--- src/rtl/flippy_pkg.sv ---
// flippy_pkg: constants, spawn FSM states and the LFSR step shared by the FlippyBit column pipeline
package flippy_pkg;
  localparam int LETTER_W = 8;
  localparam int ROWS = 22;
  localparam int PERIOD_W = 26;
  localparam logic [3:0] MAX_LEVEL = 4'd15;
  localparam logic [9:0] SCORE_MAX = 10'd1023;
  // x^8+x^6+x^5+x^4+1 as a left-shifting Fibonacci tap mask
  localparam logic [LETTER_W-1:0] LFSR_TAPS = 8'hB8;
  typedef enum logic [1:0] {IDLE, ISSUE, WAIT_DROP} spawn_state_e;
  function automatic logic [LETTER_W-1:0] lfsr_step(input logic [LETTER_W-1:0] v);
    return {v[LETTER_W-2:0], ^(v & LFSR_TAPS)};
  endfunction
endpackage

--- src/rtl/flippy_spawner_if.sv ---
// flippy_spawner_if: column-side handshake, pulses and score/level readout of the spawner
interface flippy_spawner_if;
  import flippy_pkg::*;
  logic spawn_req;
  logic correct_pulse;
  logic game_over;
  logic spawn_valid;
  logic [LETTER_W-1:0] spawn_letter;
  logic drop_tick;
  logic [9:0] score;
  logic [3:0] level;
  modport master (
    output spawn_req, correct_pulse, game_over,
    input spawn_valid, spawn_letter, drop_tick, score, level
  );
  modport slave (
    input spawn_req, correct_pulse, game_over,
    output spawn_valid, spawn_letter, drop_tick, score, level
  );
endinterface

--- src/rtl/flippy_lfsr8.sv ---
// flippy_lfsr8: free-running 8-bit Fibonacci LFSR exposing current and next value
module flippy_lfsr8
  import flippy_pkg::*;
#(
  parameter logic [LETTER_W-1:0] SEED = 8'hA5
) (
  input  logic                clock,
  input  logic                reset_signal,
  output logic [LETTER_W-1:0] value_o,
  output logic [LETTER_W-1:0] next_o
);
  logic [LETTER_W-1:0] value_q;
  assign next_o = lfsr_step(value_q);
  assign value_o = value_q;
  always_ff @(posedge clock) value_q <= reset_signal ? SEED : next_o;
endmodule

--- src/rtl/flippy_spawner.sv ---
// flippy_spawner: issues column letters, paces drop ticks and tracks score/level
module flippy_spawner
  import flippy_pkg::*;
#(
  parameter int unsigned TICK_START = 25_000_000,
  parameter int unsigned TICK_MIN = 5_000_000,
  parameter int unsigned TICK_STEP = 2_500_000,
  parameter int unsigned LEVEL_UP_COUNT = 8,
  parameter logic [LETTER_W-1:0] SEED = 8'hA5
) (
  input logic             clock,
  input logic             reset_signal,
  flippy_spawner_if.slave sp
);
  localparam int LW = $clog2(LEVEL_UP_COUNT + 1);
  localparam logic [PERIOD_W-1:0] P_START = PERIOD_W'(TICK_START);
  localparam logic [PERIOD_W-1:0] P_MIN = PERIOD_W'(TICK_MIN);
  localparam logic [PERIOD_W-1:0] P_STEP = PERIOD_W'(TICK_STEP);
  localparam logic [PERIOD_W:0] P_FLOOR = {1'b0, P_MIN} + {1'b0, P_STEP};
  localparam logic [LW-1:0] L_LAST = LW'(LEVEL_UP_COUNT - 1);
  spawn_state_e state_q, state_d;
  logic [LETTER_W-1:0] lfsr, lfsr_next, letter_q, letter_d;
  logic [PERIOD_W-1:0] period_q, period_d, cnt_q, cnt_d;
  logic [9:0] score_q, score_d;
  logic [3:0] level_q, level_d;
  logic [LW-1:0] inlvl_q, inlvl_d;
  logic valid_q, valid_d, tick_q, tick_d;
  logic go_issue, hit, wrap, lvl_up;

  flippy_lfsr8 #(.SEED(SEED)) u_lfsr (
    .clock       (clock),
    .reset_signal(reset_signal),
    .value_o     (lfsr),
    .next_o      (lfsr_next)
  );

  always_comb begin
    go_issue = state_q == IDLE && sp.spawn_req && !sp.game_over;
    state_d = state_q == IDLE ? (go_issue ? ISSUE : IDLE) :
              state_q == ISSUE ? WAIT_DROP : (sp.spawn_req ? WAIT_DROP : IDLE);
    valid_d = go_issue;
    // a repeat of the previous letter is replaced by the LFSR's next value, which can never repeat too
    letter_d = go_issue ? (lfsr == letter_q ? lfsr_next : lfsr) : letter_q;
    tick_d = !sp.game_over && cnt_q == '0;
    cnt_d = sp.game_over ? cnt_q : (cnt_q == '0 ? period_q - 1'b1 : cnt_q - 1'b1);
    hit = sp.correct_pulse && !sp.game_over;
    wrap = hit && inlvl_q == L_LAST;
    lvl_up = wrap && level_q != MAX_LEVEL;
    score_d = (hit && score_q != SCORE_MAX) ? score_q + 10'd1 : score_q;
    inlvl_d = hit ? (wrap ? '0 : inlvl_q + 1'b1) : inlvl_q;
    level_d = lvl_up ? level_q + 4'd1 : level_q;
    period_d = !lvl_up ? period_q : ({1'b0, period_q} >= P_FLOOR ? period_q - P_STEP : P_MIN);
  end

  always_ff @(posedge clock) begin
    if (reset_signal) begin
      state_q <= IDLE;
      valid_q <= 1'b0;
      letter_q <= '0;
      tick_q <= 1'b0;
      cnt_q <= P_START - 1'b1;
      period_q <= P_START;
      score_q <= '0;
      level_q <= '0;
      inlvl_q <= '0;
    end else begin
      state_q <= state_d;
      valid_q <= valid_d;
      letter_q <= letter_d;
      tick_q <= tick_d;
      cnt_q <= cnt_d;
      period_q <= period_d;
      score_q <= score_d;
      level_q <= level_d;
      inlvl_q <= inlvl_d;
    end
  end

  assign sp.spawn_valid = valid_q;
  assign sp.spawn_letter = letter_q;
  assign sp.drop_tick = tick_q;
  assign sp.score = score_q;
  assign sp.level = level_q;
endmodule

--- src/flat_wrapper.sv ---
// flat-port wrapper written by rule: the top's interface ports become plain ports
module flippy_spawner_flat import flippy_pkg::*;
#(
  parameter int unsigned TICK_START = 25_000_000,
  parameter int unsigned TICK_MIN = 5_000_000,
  parameter int unsigned TICK_STEP = 2_500_000,
  parameter int unsigned LEVEL_UP_COUNT = 8,
  parameter logic [LETTER_W-1:0] SEED = 8'hA5
)
  (clock, reset_signal, sp_spawn_req, sp_correct_pulse, sp_game_over, sp_spawn_valid, sp_spawn_letter, sp_drop_tick, sp_score, sp_level);
  flippy_spawner_if sp_i ();
  input logic clock;
  input logic reset_signal;
  input wire logic [$bits(sp_i.spawn_req)-1:0] sp_spawn_req;
  input wire logic [$bits(sp_i.correct_pulse)-1:0] sp_correct_pulse;
  input wire logic [$bits(sp_i.game_over)-1:0] sp_game_over;
  output wire logic [$bits(sp_i.spawn_valid)-1:0] sp_spawn_valid;
  output wire logic [$bits(sp_i.spawn_letter)-1:0] sp_spawn_letter;
  output wire logic [$bits(sp_i.drop_tick)-1:0] sp_drop_tick;
  output wire logic [$bits(sp_i.score)-1:0] sp_score;
  output wire logic [$bits(sp_i.level)-1:0] sp_level;
  assign sp_i.spawn_req = sp_spawn_req;
  assign sp_i.correct_pulse = sp_correct_pulse;
  assign sp_i.game_over = sp_game_over;
  assign sp_spawn_valid = sp_i.spawn_valid;
  assign sp_spawn_letter = sp_i.spawn_letter;
  assign sp_drop_tick = sp_i.drop_tick;
  assign sp_score = sp_i.score;
  assign sp_level = sp_i.level;
  flippy_spawner #(.TICK_START(TICK_START), .TICK_MIN(TICK_MIN), .TICK_STEP(TICK_STEP), .LEVEL_UP_COUNT(LEVEL_UP_COUNT), .SEED(SEED)) u_core (.clock(clock), .reset_signal(reset_signal), .sp(sp_i));
endmodule
--- config.mk ---
export PLATFORM = sky130hd
export DESIGN_NAME = flippy_spawner_flat
export DESIGN_NICKNAME = d
export VERILOG_FILES = /design/src/rtl/flippy_pkg.sv /design/src/rtl/flippy_spawner_if.sv /design/src/rtl/flippy_lfsr8.sv /design/src/rtl/flippy_spawner.sv /design/src/flat_wrapper.sv
export SDC_FILE = /design/constraint.sdc
export NUM_CORES = 1
export LEC_CHECK = 0
export ABC_CLOCK_PERIOD_IN_PS = 2470
export CORE_AREA = 3 3 105 107
export CTS_CLUSTER_DIAMETER = 150
export CTS_CLUSTER_SIZE = 40
export DETAILED_ROUTE_END_ITERATION = 8
export DIE_AREA = 0 0 108 110
export GPL_ROUTABILITY_DRIVEN = 1
export HOLD_SLACK_MARGIN = 0.15
export PLACE_DENSITY_LB_ADDON = 0.08
export SYNTH_ARGS = -nofsm -noshare
export SYNTH_HDL_FRONTEND = slang
export SYNTH_SLANG_ARGS = --single-unit
--- constraint.sdc ---
create_clock -name clock -period 2.47 [get_ports clock]
set_input_delay 0.247 -clock clock [delete_from_list [all_inputs] [get_ports clock]]
set_output_delay 0.247 -clock clock [all_outputs]
set_load 0.005 [all_outputs]
# Word-level counts from Yosys, hierarchy flattened
# Index checks and enable logic that the tools add are counted.
# op_classes
n_addsub,6
multipliers,0
div,0
order_cmp,1
n_eq_ne,5
shift,0
muxes,8
bitwise_logic,0
reduce_logical,11
# op_table
operator,n
26-bit 2-to-1 mux,2
26-bit by 1-bit subtractor with 26-bit output (second input constant),2
26-bit by 23-bit >= comparator with 1-bit output (second input constant),1
26-bit zero test,1
26-bit by 22-bit subtractor with 26-bit output (second input constant),1
10-bit by 1-bit adder with 10-bit output (second input constant),1
10-bit != test (second input constant),1
4-bit by 1-bit adder with 4-bit output (second input constant),2
8-bit equality test,1
8-bit 2-to-1 mux,1
8-bit parity,1
1-bit logical AND,7
2-bit 2-to-1 mux,3
4-bit by 3-bit equality test with 1-bit output (second input constant),1
4-bit 2-to-1 mux,1
4-bit != test (second input constant),1
2-bit by 1-bit equality test with 1-bit output (second input constant),1
2-bit zero test,1
1-bit zero test,1
1-bit 2-to-1 mux,1
# totals
register_bits,90
latchBits,0
mem_bits_rw,0
rom_bits,0
in_bits,5
out_inout_bits,24
wordCells,41
mem_count,0

# Longest topological paths before layout
# depth
word_depth,5
ltp_mapped,10
depth_no_buf,9

# Modules after synthesis
# Synthesis repeated with hierarchy kept, for this count alone.
# hier_totals
hier_cells,577
area_unflattened_um2,4735.8
# by_module_without_submodules
module,instances,cells_per_inst,area_per_inst_um2,seq_area_each_um2
flippy_spawner,1,551,4446.8,1541.5
flippy_lfsr8,1,26,289.0,160.2

# Worst setup path before layout
# Ideal clock, no wire load.
# synth_path
path_kind,reg2reg
from,register u_core.period_q[5]
to,register u_core.cnt_q[25]
setup_time_ns,0.086
arrival_time_ns,2.596
t_required_ns,2.384
slack_ns,-0.212
path_stages_with_launch,10
path_buffers,2
synth_period_minus_slack_ns,2.682
cell_sequence,dfxtp_1 > buf_6 > or3_4 > or3_1 > buf_2 > o41ai_4 > nand3_2 > a2111oi_0 > mux2_2 > a211oi_1
# synth_via
elab_chain_len,2
# synth_lines
element,line_no,source
"start, declared",flippy_spawner.sv:23,"logic [PERIOD_W-1:0] period_q, period_d, cnt_q, cnt_d;"
"start signal, assigned",flippy_spawner.sv:72,period_q <= period_d;
26-bit by 1-bit subtractor with 26-bit output,flippy_spawner.sv:45,cnt_d = sp.game_over ? cnt_q : (cnt_q == '0 ? period_q - 1'b1 : cnt_q - 1'b1);
26-bit 2-to-1 mux,flippy_spawner.sv:45,
"end signal, assigned",flippy_spawner.sv:61,cnt_q <= P_START - 1'b1;
"end signal, assigned",flippy_spawner.sv:71,cnt_q <= cnt_d;
"end, declared",flippy_spawner.sv:23,
# Every way passes these cells.
# A chain may end at the register's enable or synchronous reset.

# Worst setup path after layout
# layout_path
from,register u_core.period_q[8]
to,register u_core.cnt_q[23]
# The elaborated chain is that of the path after synthesis.

==> run_results.csv <==
group,metric,value,unit
run_status,status,"completed",
critical_path,cpPeakStageDelay,0.39,ns
route,wl,11700,um
power_and_ir_drop,irDropWorstVdd,365,uV
place,place.gp.congestion,0.907,
sta,slew_headroom,46.8,%
synthesis,synth_top_cell_by_area,"dfxtp_1",
floorplan,core_area,0.0102,mm2
synthesis,synth_edf_count,0,
critical_path,cp_max_fo,3,
run,maxCapViolations,0,
clock_network,path_clk_slew,0.09,ns
route,drc,0,
cells_and_area,final_common_cell,"dfxtp_1",
cells_and_area,nets,623,
synthesis,synth.top_cell.area_share,37.7,%
critical_path,path_class,"reg2reg",
sta,finalClockSkew,0.0145,ns
cells_and_area,diodes,0,
sta,min_period,2.46,ns
grt,grt_pass1_wl,19400,um
power_and_ir_drop,combPwrFrac,6.5,%
route,firstDrtPassIters,5,
sta,setup_violations,0,
place,dp_hpwl,8150,um
power_and_ir_drop,power_frac_seq,52.5,%
grt,grt_usage,20.4,%
hold_path,hp-class,"in2reg",
cells_and_area,final_core_util,54.3,%
power_and_ir_drop,swShare,24.3,%
cells_and_area,fillers,970,
sta,min_period_over_period,99.7,%
grt,grt_pass1_vias,3962,
synthesis,synth_cells,553,
power_and_ir_drop,p_leak,2.06,nW
route,vias,4223,
synthesis,synth_area,0.00451,mm2
critical_path,path_cells,"or3_4 > or3_4 > o41ai_4 > nand3_2 > a211o_1 > a2111o_1 > a31oi_1",
cells_and_area,drive_gt1_share,17.0,%
synthesis,synth_ff_type,"dfxtp_1",
synthesis,ys_ff_latch,85,
grt,antenna_found_initial,0,
clock_network,cts_sinks,85,
clock_network,cts_buffers,9,
clock_network,cts.hold.buffers_added,0,
sta,hold_viol_final,0,
synthesis,syn-num-nets,563,
power_and_ir_drop,p_per_area,491,mW/mm2
critical_path,critPathArrivalTime,2.75,ns
critical_path,r2r_setup_slack,0.007,ns
floorplan,die_x,108,um
grt,grt.overflow.total,0,
clock_network,cts_buffer_depth,2,
floorplan,initial_core_util,44.1,%
route,avgRoutedWirePerCell,15.5,um
place,placed_area,0.00522,mm2
critical_path,crit_path_end_kind,"flip-flop",
synthesis,syn_area_per_cell,8.16,um2
cells_and_area,final_area,0.00556,mm2
floorplan,die-area,0.0119,mm2
power_and_ir_drop,power.internal,2.07,mW
synthesis,async_reset_ff_share,0,%
sta,hold_ws,0.356,ns
floorplan,die_y,110,um
critical_path,worst_path_most_repeated_cell,"or3_4",
clock_network,htree_levels,3,
synthesis,yosysUniqueCellTypes,57,
sta,rsz0062_at_grt,"yes",
sta,worst_pin_slew,0.795,ns
place,port_buffers,28,
route,drtIter0Drc,227,
clock_network,clk_latency,0.37,ns
critical_path,critical_path_required,2.76,ns
critical_path,crit_path_top_delay_cell,"or3_4",
grt,grt_start_max_net_pins,54,
route,ant_nets,0,
power_and_ir_drop,power.share.clock,41.0,%
clock_network,cts_tree,"built",
sta,fmax,406,MHz
route,routed_via_density,5.60,
clock_network,cts_root_buf,"clkbuf_8",
synthesis,ys_seq_area_share,37.7,%
floorplan,io_pins,29,
cells_and_area,syn_to_final_growth,23.2,%
floorplan,row_count,37,
synthesis,yosys_warnings,0,
synthesis,synth.area.top_cells,"dfxtp_1 (38%), nor2_1 (6.2%), xor2_1 (4.3%), xnor2_1 (3.9%), a21oi_1 (3.7%)",
power_and_ir_drop,power_switching,664,uW
sta,slew_violations,0,
critical_path,cp-start-kind,"flip-flop",
cells_and_area,final_cell_mix,"dfxtp_1 (82), nor2_1 (74), buf_4 (53)",
sta,setup_tns,0,ns
[cell usage after synthesis, types with 10 or more instances]
| cell type | instances |
|---|---|
| a211oi_1 | 15 |
| a21oi_1 | 33 |
| a31oi_1 | 10 |
| clkbuf_1 | 23 |
| dfxtp_1 | 85 |
| mux2i_1 | 13 |
| nand2_1 | 43 |
| nand3_1 | 19 |
| nand4_1 | 10 |
| nor2_1 | 74 |
| nor3_1 | 21 |
| o21ai_0 | 20 |
| or2_2 | 10 |
| or3_1 | 13 |
| xnor2_1 | 20 |
| xor2_1 | 22 |
[per-layer routing]
layer  share of wire (%)  global-route usage (%)  routed length (um)
met5                   0                       0                   0
met4                 1.8                    7.57                 215
met3                 4.2                    3.38                 492
met2                  46                    32.5                5420
met1                  48                    28.1                5550
[logic make-up after synthesis]
logic type	Yosys count	synth area share, %
AO/OA/AOI/OAI	123	18.7
buffers and inverters	44	4.11
XOR/XNOR	42	8.16
adder cells (fa/ha/maj)	5	1.39
AND/OR/NAND/NOR	239	26.5
flip-flops	85	37.7
multiplexers	15	3.38
[what timing repair did]
item,in CTS,in global routing
setup endpoints to repair,4,17
hold endpoints to repair,0,0
setup buffers,1,5
pin swaps,1,17
resized for setup,3,17
[flip-flops by register name, indices dropped and copies added, names as in the netlist]
signal / count
u_core.sp.drop_tick: 1
u_core.sp.level: 4
u_core.sp.spawn_letter: 8
u_core.inlvl_q: 4
u_core.state_q: 2
u_core.period_q: 21
u_core.u_lfsr.value_o: 8
u_core.cnt_q: 26
u_core.sp.spawn_valid: 1
u_core.sp.score: 10
[power groups by stage]
stage / Combinational, mW / Sequential, mW / Clock, mW
after CTS: 0.180 / 1.43 / 1.15
after floorplan: 0.112 / 1.46 / 0
after global placement: 0.177 / 1.46 / 0
final: 0.178 / 1.43 / 1.12
after global routing: 0.197 / 1.44 / 1.20
after detailed placement: 0.179 / 1.47 / 0
[worst paths after layout]
path,to,depth (start not counted),from
max,u_core.cnt_q[23]$_SDFFE_PP0N_,7,u_core.period_q[8]$_SDFFE_PP0P_
min reg2reg,u_core.inlvl_q[3]$_SDFFE_PP0P_,2,u_core.inlvl_q[3]$_SDFFE_PP0P_
min,u_core.period_q[9]$_SDFFE_PP0P_,2,reset_signal
max reg2reg,u_core.cnt_q[23]$_SDFFE_PP0N_,7,u_core.period_q[8]$_SDFFE_PP0P_
[worst max-delay path, delay by kind of cell (launching register included)]
| family | cells | cell delay, ns |
|---|---|---|
| compound gates | 4 | 1.10 |
| simple gates | 3 | 0.95 |
| flops | 1 | 0.34 |
[area by class of cell]
type	count	area, um2	area share, %
inverter	9	33.8	0.608
sequential	85	1710	30.7
clock buffer	10	128	2.30
timing repair buffer	84	716	12.9
clock inverter	6	95.1	1.71
multi-input combinational	424	2710	48.8
tap	136	170	3.06
[per-stage QoR]
| step | power, mW | setup WS, ns | cells |
|---|---|---|---|
| 4_1_cts | 2.77 | 0.000195 | 749 |
| 3_5_place_dp | 1.64 | -0.150 | 732 |
| 3_3_place_gp | 1.64 | 0.0320 | 732 |
| 6_report | 2.73 | 0.00663 | 754 |
| 2_1_floorplan | 1.57 | -0.0263 | 553 |
| 5_1_grt | 2.84 | -0.168 | 754 |
(Power assumes the default switching activity.)
